$ cat src/rtl/sorter_pkg.sv
// Shared definitions for the package sorter: group codes, default chute
// distances, gate hold time and the in-flight slot record.
package sorter_pkg;

  localparam logic [2:0] GRP_NONE = 3'd0;
  localparam logic [2:0] GRP1     = 3'd1;
  localparam logic [2:0] GRP2     = 3'd2;
  localparam logic [2:0] GRP3     = 3'd3;
  localparam logic [2:0] GRP4     = 3'd4;
  localparam logic [2:0] GRP5     = 3'd5;
  localparam logic [2:0] GRP6     = 3'd6;

  localparam int unsigned NCHUTES = 6;
  localparam int unsigned STEP_W  = 8;
  localparam int unsigned TIMER_W = 4;

  localparam int unsigned D1_DEF = 4;
  localparam int unsigned D2_DEF = 8;
  localparam int unsigned D3_DEF = 12;
  localparam int unsigned D4_DEF = 16;
  localparam int unsigned D5_DEF = 20;
  localparam int unsigned D6_DEF = 24;

  localparam int unsigned GATE_CYCLES_DEF = 3;

  typedef struct packed {
    logic              valid;
    logic [2:0]        grp;
    logic [STEP_W-1:0] steps;
  } slot_t;

  // Groups 1..6 name a chute; 0 and 7 carry no destination.
  function automatic logic grp_is_valid(input logic [2:0] g);
    return (g >= GRP1) && (g <= GRP6);
  endfunction

endpackage

$ cat src/rtl/chute_gate_timer.sv
// Diverter gate hold timer: a fire pulse (re)loads the count, and the gate
// stays open while the count is nonzero.
module chute_gate_timer
  import sorter_pkg::*;
#(
  parameter int unsigned GATE_CYCLES = GATE_CYCLES_DEF
) (
  input  logic clk,
  input  logic reset,
  input  logic fire,
  output logic gate
);

  logic [TIMER_W-1:0] cnt_q, cnt_d;
  logic               gate_q, gate_d;

  // Retrigger reloads to the full hold time; it never extends beyond it.
  always_comb begin
    cnt_d = cnt_q;
    if (fire) begin
      cnt_d = TIMER_W'(GATE_CYCLES);
    end else if (cnt_q != '0) begin
      cnt_d = cnt_q - TIMER_W'(1);
    end
    gate_d = (cnt_d != '0);
  end

  always_ff @(negedge clk or negedge reset) begin
    if (!reset) begin
      cnt_q  <= '0;
      gate_q <= 1'b0;
    end else begin
      cnt_q  <= cnt_d;
      gate_q <= gate_d;
    end
  end

  assign gate = gate_q;

endmodule

$ cat src/rtl/sort_gate_scheduler.sv
// Tracks classified packages along the belt in a small slot table and fires
// the matching chute diverter when each package reaches its chute.
module sort_gate_scheduler
  import sorter_pkg::*;
#(
  parameter int unsigned NSLOTS      = 4,
  parameter int unsigned D1          = D1_DEF,
  parameter int unsigned D2          = D2_DEF,
  parameter int unsigned D3          = D3_DEF,
  parameter int unsigned D4          = D4_DEF,
  parameter int unsigned D5          = D5_DEF,
  parameter int unsigned D6          = D6_DEF,
  parameter int unsigned GATE_CYCLES = GATE_CYCLES_DEF
) (
  input  logic         clk,
  input  logic         reset,
  input  logic         grp_valid,
  input  logic [2:0]   grp_in,
  input  logic         tick,
  output logic [5:0]   gate,
  output logic [3:0]   occupancy,
  output logic         belt_stop,
  output logic         overflow
);

  localparam int unsigned IDX_W = (NSLOTS > 1) ? $clog2(NSLOTS) : 1;
  localparam int unsigned OCC_W = 4;

  slot_t              slot_q [NSLOTS];
  slot_t              slot_d [NSLOTS];
  logic [OCC_W-1:0]   occ_q, occ_d;
  logic               stop_q, stop_d;
  logic               ovf_q, ovf_d;
  logic [NCHUTES-1:0] fire_c;
  logic               accept_c;
  logic               alloc_hit_c;
  logic [IDX_W-1:0]   alloc_idx_c;

  function automatic logic [STEP_W-1:0] dist_of(input logic [2:0] g);
    case (g)
      GRP1:    return STEP_W'(D1);
      GRP2:    return STEP_W'(D2);
      GRP3:    return STEP_W'(D3);
      GRP4:    return STEP_W'(D4);
      GRP5:    return STEP_W'(D5);
      GRP6:    return STEP_W'(D6);
      default: return '0;
    endcase
  endfunction

  // Slot table update: tick/arrival on current slots, then allocation.
  // The free search uses pre-edge state, so a slot freed by an arrival on
  // this edge is not handed out again until the next edge.
  always_comb begin
    slot_d      = slot_q;
    fire_c      = '0;
    alloc_hit_c = 1'b0;
    alloc_idx_c = '0;
    accept_c    = grp_valid && grp_is_valid(grp_in);
    ovf_d       = ovf_q;
    occ_d       = '0;

    for (int i = int'(NSLOTS) - 1; i >= 0; i--) begin
      if (!slot_q[i].valid) begin
        alloc_hit_c = 1'b1;
        alloc_idx_c = IDX_W'(i);
      end
    end

    for (int i = 0; i < int'(NSLOTS); i++) begin
      if (slot_q[i].valid && tick) begin
        if (slot_q[i].steps == STEP_W'(1)) begin
          slot_d[i].valid = 1'b0;
          slot_d[i].steps = '0;
          for (int g = 0; g < int'(NCHUTES); g++) begin
            if (slot_q[i].grp == 3'(g + 1)) begin
              fire_c[g] = 1'b1;
            end
          end
        end else begin
          slot_d[i].steps = slot_q[i].steps - STEP_W'(1);
        end
      end
    end

    // A fresh slot holds its full distance even when a tick shares the edge.
    if (accept_c) begin
      if (alloc_hit_c) begin
        slot_d[alloc_idx_c].valid = 1'b1;
        slot_d[alloc_idx_c].grp   = grp_in;
        slot_d[alloc_idx_c].steps = dist_of(grp_in);
      end else begin
        ovf_d = 1'b1;
      end
    end

    for (int i = 0; i < int'(NSLOTS); i++) begin
      occ_d = occ_d + OCC_W'(slot_d[i].valid);
    end
    stop_d = (occ_d == OCC_W'(NSLOTS));
  end

  always_ff @(negedge clk or negedge reset) begin
    if (!reset) begin
      for (int i = 0; i < int'(NSLOTS); i++) begin
        slot_q[i] <= '0;
      end
      occ_q  <= '0;
      stop_q <= 1'b0;
      ovf_q  <= 1'b0;
    end else begin
      for (int i = 0; i < int'(NSLOTS); i++) begin
        slot_q[i] <= slot_d[i];
      end
      occ_q  <= occ_d;
      stop_q <= stop_d;
      ovf_q  <= ovf_d;
    end
  end

  for (genvar g = 0; g < NCHUTES; g++) begin : g_chute
    chute_gate_timer #(
      .GATE_CYCLES(GATE_CYCLES)
    ) u_timer (
      .clk   (clk),
      .reset (reset),
      .fire  (fire_c[g]),
      .gate  (gate[g])
    );
  end

  assign occupancy = occ_q;
  assign belt_stop = stop_q;
  assign overflow  = ovf_q;

endmodule

$ cat config.mk
export PLATFORM = sky130hd
export DESIGN_NAME = sort_gate_scheduler
export DESIGN_NICKNAME = d
export VERILOG_FILES = /design/src/rtl/sorter_pkg.sv /design/src/rtl/chute_gate_timer.sv /design/src/rtl/sort_gate_scheduler.sv
export SDC_FILE = /design/constraint.sdc
export NUM_CORES = 1
export LEC_CHECK = 0
export CAP_MARGIN = 20
export CORE_MARGIN = 10
export CORE_UTILIZATION = 55
export CTS_BUF_LIST = sky130_fd_sc_hd__clkbuf_8 sky130_fd_sc_hd__clkbuf_16
export DETAILED_ROUTE_END_ITERATION = 8
export DONT_BUFFER_PORTS = 1
export MAX_ROUTING_LAYER = met4
export PLACE_DENSITY = 0.69
export SETUP_SLACK_MARGIN = 0.05
export SKIP_CTS_REPAIR_TIMING = 1
export SYNTH_ARGS = -nofsm -noshare
export SYNTH_HDL_FRONTEND = slang
export SYNTH_SLANG_ARGS = --single-unit
$ cat constraint.sdc
create_clock -name clk -period 7 [get_ports clk]
set_clock_uncertainty 0.1 [all_clocks]
set_input_delay 0.7 -clock clk [delete_from_list [all_inputs] [get_ports clk]]
set_output_delay 0.7 -clock clk [all_outputs]
set_load 0.01 [all_outputs]
==> implementation parameters <==
Parameter                              Value

Status
  Result of the run ... completed

STA
  Final setup violating endpoints ... 0
  Actual slew at the worst max-slew pin ... 0.9106 ns
  Unrepaired setup endpoints after global routing ... false
  Worst rel slew slack ... 0.3873
  Sum Neg Setup Slack ... 0 ns
  Number of slew-limit violations in the final report ... 0
  Total count of hold-check failures in the final report ... 0

Logic synthesis
  Post-synthesis sequential element count ... 83
  Main flop type after synthesis ... sky130_fd_sc_hd__dfrtn_1
  Syn nets ... 512
  Post-synth EDFFs ... 0
  Syn_area_per_cell ... around 9.6 um2
  Cell count after synthesis ... 488
  Number of warnings issued by yosys ... 0
  Share of synthesized registers carrying an async set or reset ... 1.000
  Cell area after synthesis ... 4689 um2
  Share of synthesized area occupied by flip-flops and latches ... 0.4429
  Distinct cell type count after synthesis ... 56

Drt
  Pre-antenna DRT Iters ... 5
  1st-iter DRT viols ... about 210
  Routed Wire Length ... 10070 um
  Final antenna-violating net count ... 0
  Routed length per instance ... 17.13 um
  Total number of vias ... around 3500
  Total DRC errors in the routed layout ... 0
  Vias per Instance ... ~6

Cells and area
  Util after Layout ... 0.6052
  Total non-filler cell area in the finished layout ... 4997 um2
  Share of final-layout standard cells stronger than drive strength 1 ... 0.08075
  Most common library cell in the layout ignoring fill and taps ... sky130_fd_sc_hd__dfrtn_1
  Synth-to-layout area growth ... 6.563%
  Most used cells in the layout excluding fill and tap cells ... 83 x sky130_fd_sc_hd__dfrtn_1, 42 x sky130_fd_sc_hd__nor2_1, 32 x sky130_fd_sc_hd__nand2_1, 29 x sky130_fd_sc_hd__inv_1, 29 x sky130_fd_sc_hd__nor4_1
  Count of inserted antenna diode cells ... 0
  Number of nets at the end of the flow ... approximately 500

Critical path
  Max stage delay cell, worst path ... sky130_fd_sc_hd__fa_1
  Worst endpoint required time ... roughly 3.7 ns
  Critical Path Fanout Max ... 7
  Ordered cell list for the critical path ... or3_1, nand4_1, or3_1, nand2_1, fa_1, ha_1, ha_1, nor3b_1
  Maximum cell stage delay along the critical path ... between 0.4 and 0.5 ns
  Startpoint type of the worst setup path ... input port
  Critical path endpoint category ... flop
  Crit path DAT ... 2.91 ns
  Kind of critical path ... in -> reg

Floorplanning
  Chip Width ... 112.3 um
  Die height ... 112.3 um
  Core Area ... 8258 um2
  Num rows ... 33
  Area of the die ... 12620 um2
  Starting Density ... 0.5679
  Io pins ... 19

Clocking
  Total clock buffers created by CTS ... 9
  Insertion delay to the later sink of the worst-skew pair ... 0.34 ns
  Maximum clock insertion buffer count ... 2
  Max H-tree Level ... 3
  Clock tree from TritonCTS ... done
  Clock slew at reported path FFs ... 0.06 ns
  Clock root cell ... sky130_fd_sc_hd__clkbuf_8
  TritonCTS Sinks ... 83

Pwr
  Power density cells ... about 480 nW/um2
  Post-layout power ... 2.388 mW
  VDD IR-drop max ... 0.2304 mV
  Leakage power ... between 2 and 2.5 nW

Placement
  HPWL after detailed placement ... 7061 um
  Port buffer count ... 0
  Final Wtd Congestion ... 0.9036
  Instance area after placement ... between 4000 and 5000 um2

Global route
  Total routing usage reported by global routing ... 0.1671
  Total congestion overflow ... 0
  Number of global-route vias before repair ... 3407
  Global-route wire length before repair ... about 17000 um
  Number of antenna violations at the first check in global routing ... 0
  Maximum number of pins on one net before global-route repair ... 84

Min path
  Worst hold-check path type ... reg -> reg

Run
  Count of maximum capacitance violations ... 0
cells in the mapped netlist, types with 11 or more instances:
cell type / instances / area, um2
sky130_fd_sc_hd__dfrtn_1: 83 / 2077
sky130_fd_sc_hd__nor2_1: 42 / 157.7
sky130_fd_sc_hd__nand2_1: 32 / 120.1
sky130_fd_sc_hd__nor4_1: 29 / 181.4
sky130_fd_sc_hd__inv_1: 28 / 105.1
sky130_fd_sc_hd__xnor2_1: 28 / 245.2
sky130_fd_sc_hd__ha_1: 16 / 200.2
sky130_fd_sc_hd__clkbuf_1: 15 / 56.30
sky130_fd_sc_hd__nand3_1: 14 / 70.07
sky130_fd_sc_hd__nor3_1: 14 / 70.07
sky130_fd_sc_hd__nand4b_1: 12 / 105.1
sky130_fd_sc_hd__o21ai_0: 12 / 60.06
sky130_fd_sc_hd__or3_1: 12 / 75.07
sky130_fd_sc_hd__nor2b_1: 11 / 68.82
power breakdown:
group	internal (mW)	switching, mW
clock	0.291	0.173
combinational	0.462	0.477
sequential	0.718	0.266
total	1.47	0.917
routing by layer:
layer	track usage	routed length, um	vias up
li1	-	-	1734
met1	0.2073	4523	1724
met2	0.2603	4840	64
met3	0.04686	570	11
met4	0.04907	136	0
met5	-	0	-
sequential cells by signal, summed over array words and instances, names as in the netlist:
register               count
g_chute.u_timer.cnt_q     24
g_chute.u_timer.gate       6
overflow                   1
belt_stop                  1
occupancy                  3
slot_q                    48
critical path, delay by kind of cell:
kind,cells,cell delay [ns]
AND/OR/NAND/NOR,5,1.24
adder cells (fa/ha/maj),3,0.96
area by class of cell:
cell class / instances / area (um2)
Sequential cell: 83 / 2077
Clock buffer: 11 / 151.4
Tap cell: 105 / 131.4
Fill cell: 728 / 3261
Timing Repair Buffer: 2 / 15.01
Clock inverter: 5 / 123.9
Multi-Input combinational cell: 354 / 2394
Inverter: 28 / 105.1
worst paths after layout:
kind | start | endpoint | depth (start not counted) | slack [ns]
hold reg to reg | slot_q[5]$_DFF_NN0_ | slot_q[5]$_DFF_NN0_ | 2 | 0.38
max in group asynchronous | reset | g_chute[5].u_timer.gate$_DFF_NN0_ | 0 | 3.26
setup / recovery | grp_in[2] | belt_stop$_DFF_NN0_ | 8 | 0.83
hold / removal | slot_q[5]$_DFF_NN0_ | slot_q[5]$_DFF_NN0_ | 2 | 0.38
min in group asynchronous | reset | g_chute[1].u_timer.gate$_DFF_NN0_ | 0 | 3.33
setup reg to reg | slot_q[14]$_DFF_NN0_ | belt_stop$_DFF_NN0_ | 7 | 3.95
kinds of logic (layout without fill, tap and decap cells):
| kind of cell | after synthesis | count (layout) | share of synthesized area |
|---|---|---|---|
| flip-flops | 83 | 83 | 0.4429 |
| adder cells (fa/ha/maj) | 17 | 17 | 0.04696 |
| other | 1 | 1 | 0.0007997 |
| AO/OA/AOI/OAI | 61 | 61 | 0.08991 |
| multiplexers | 12 | 12 | 0.02828 |
| XOR/XNOR | 34 | 34 | 0.06350 |
| buffers and inverters | 51 | 46 | 0.04669 |
| AND/OR/NAND/NOR | 229 | 229 | 0.2810 |
metrics by stage:
step	cells	hold WS [ns]	setup WS (ns)
after CTS	588	0.3767	0.8677
final	588	0.3787	0.8342
after detailed placement	572	0.3697	0.5194
after global placement	572	0.3732	0.5956
after floorplan	488	0.3436	0.7567
after global routing	588	0.3960	0.6649
Note: power is estimated with default switching activity, not from simulation.
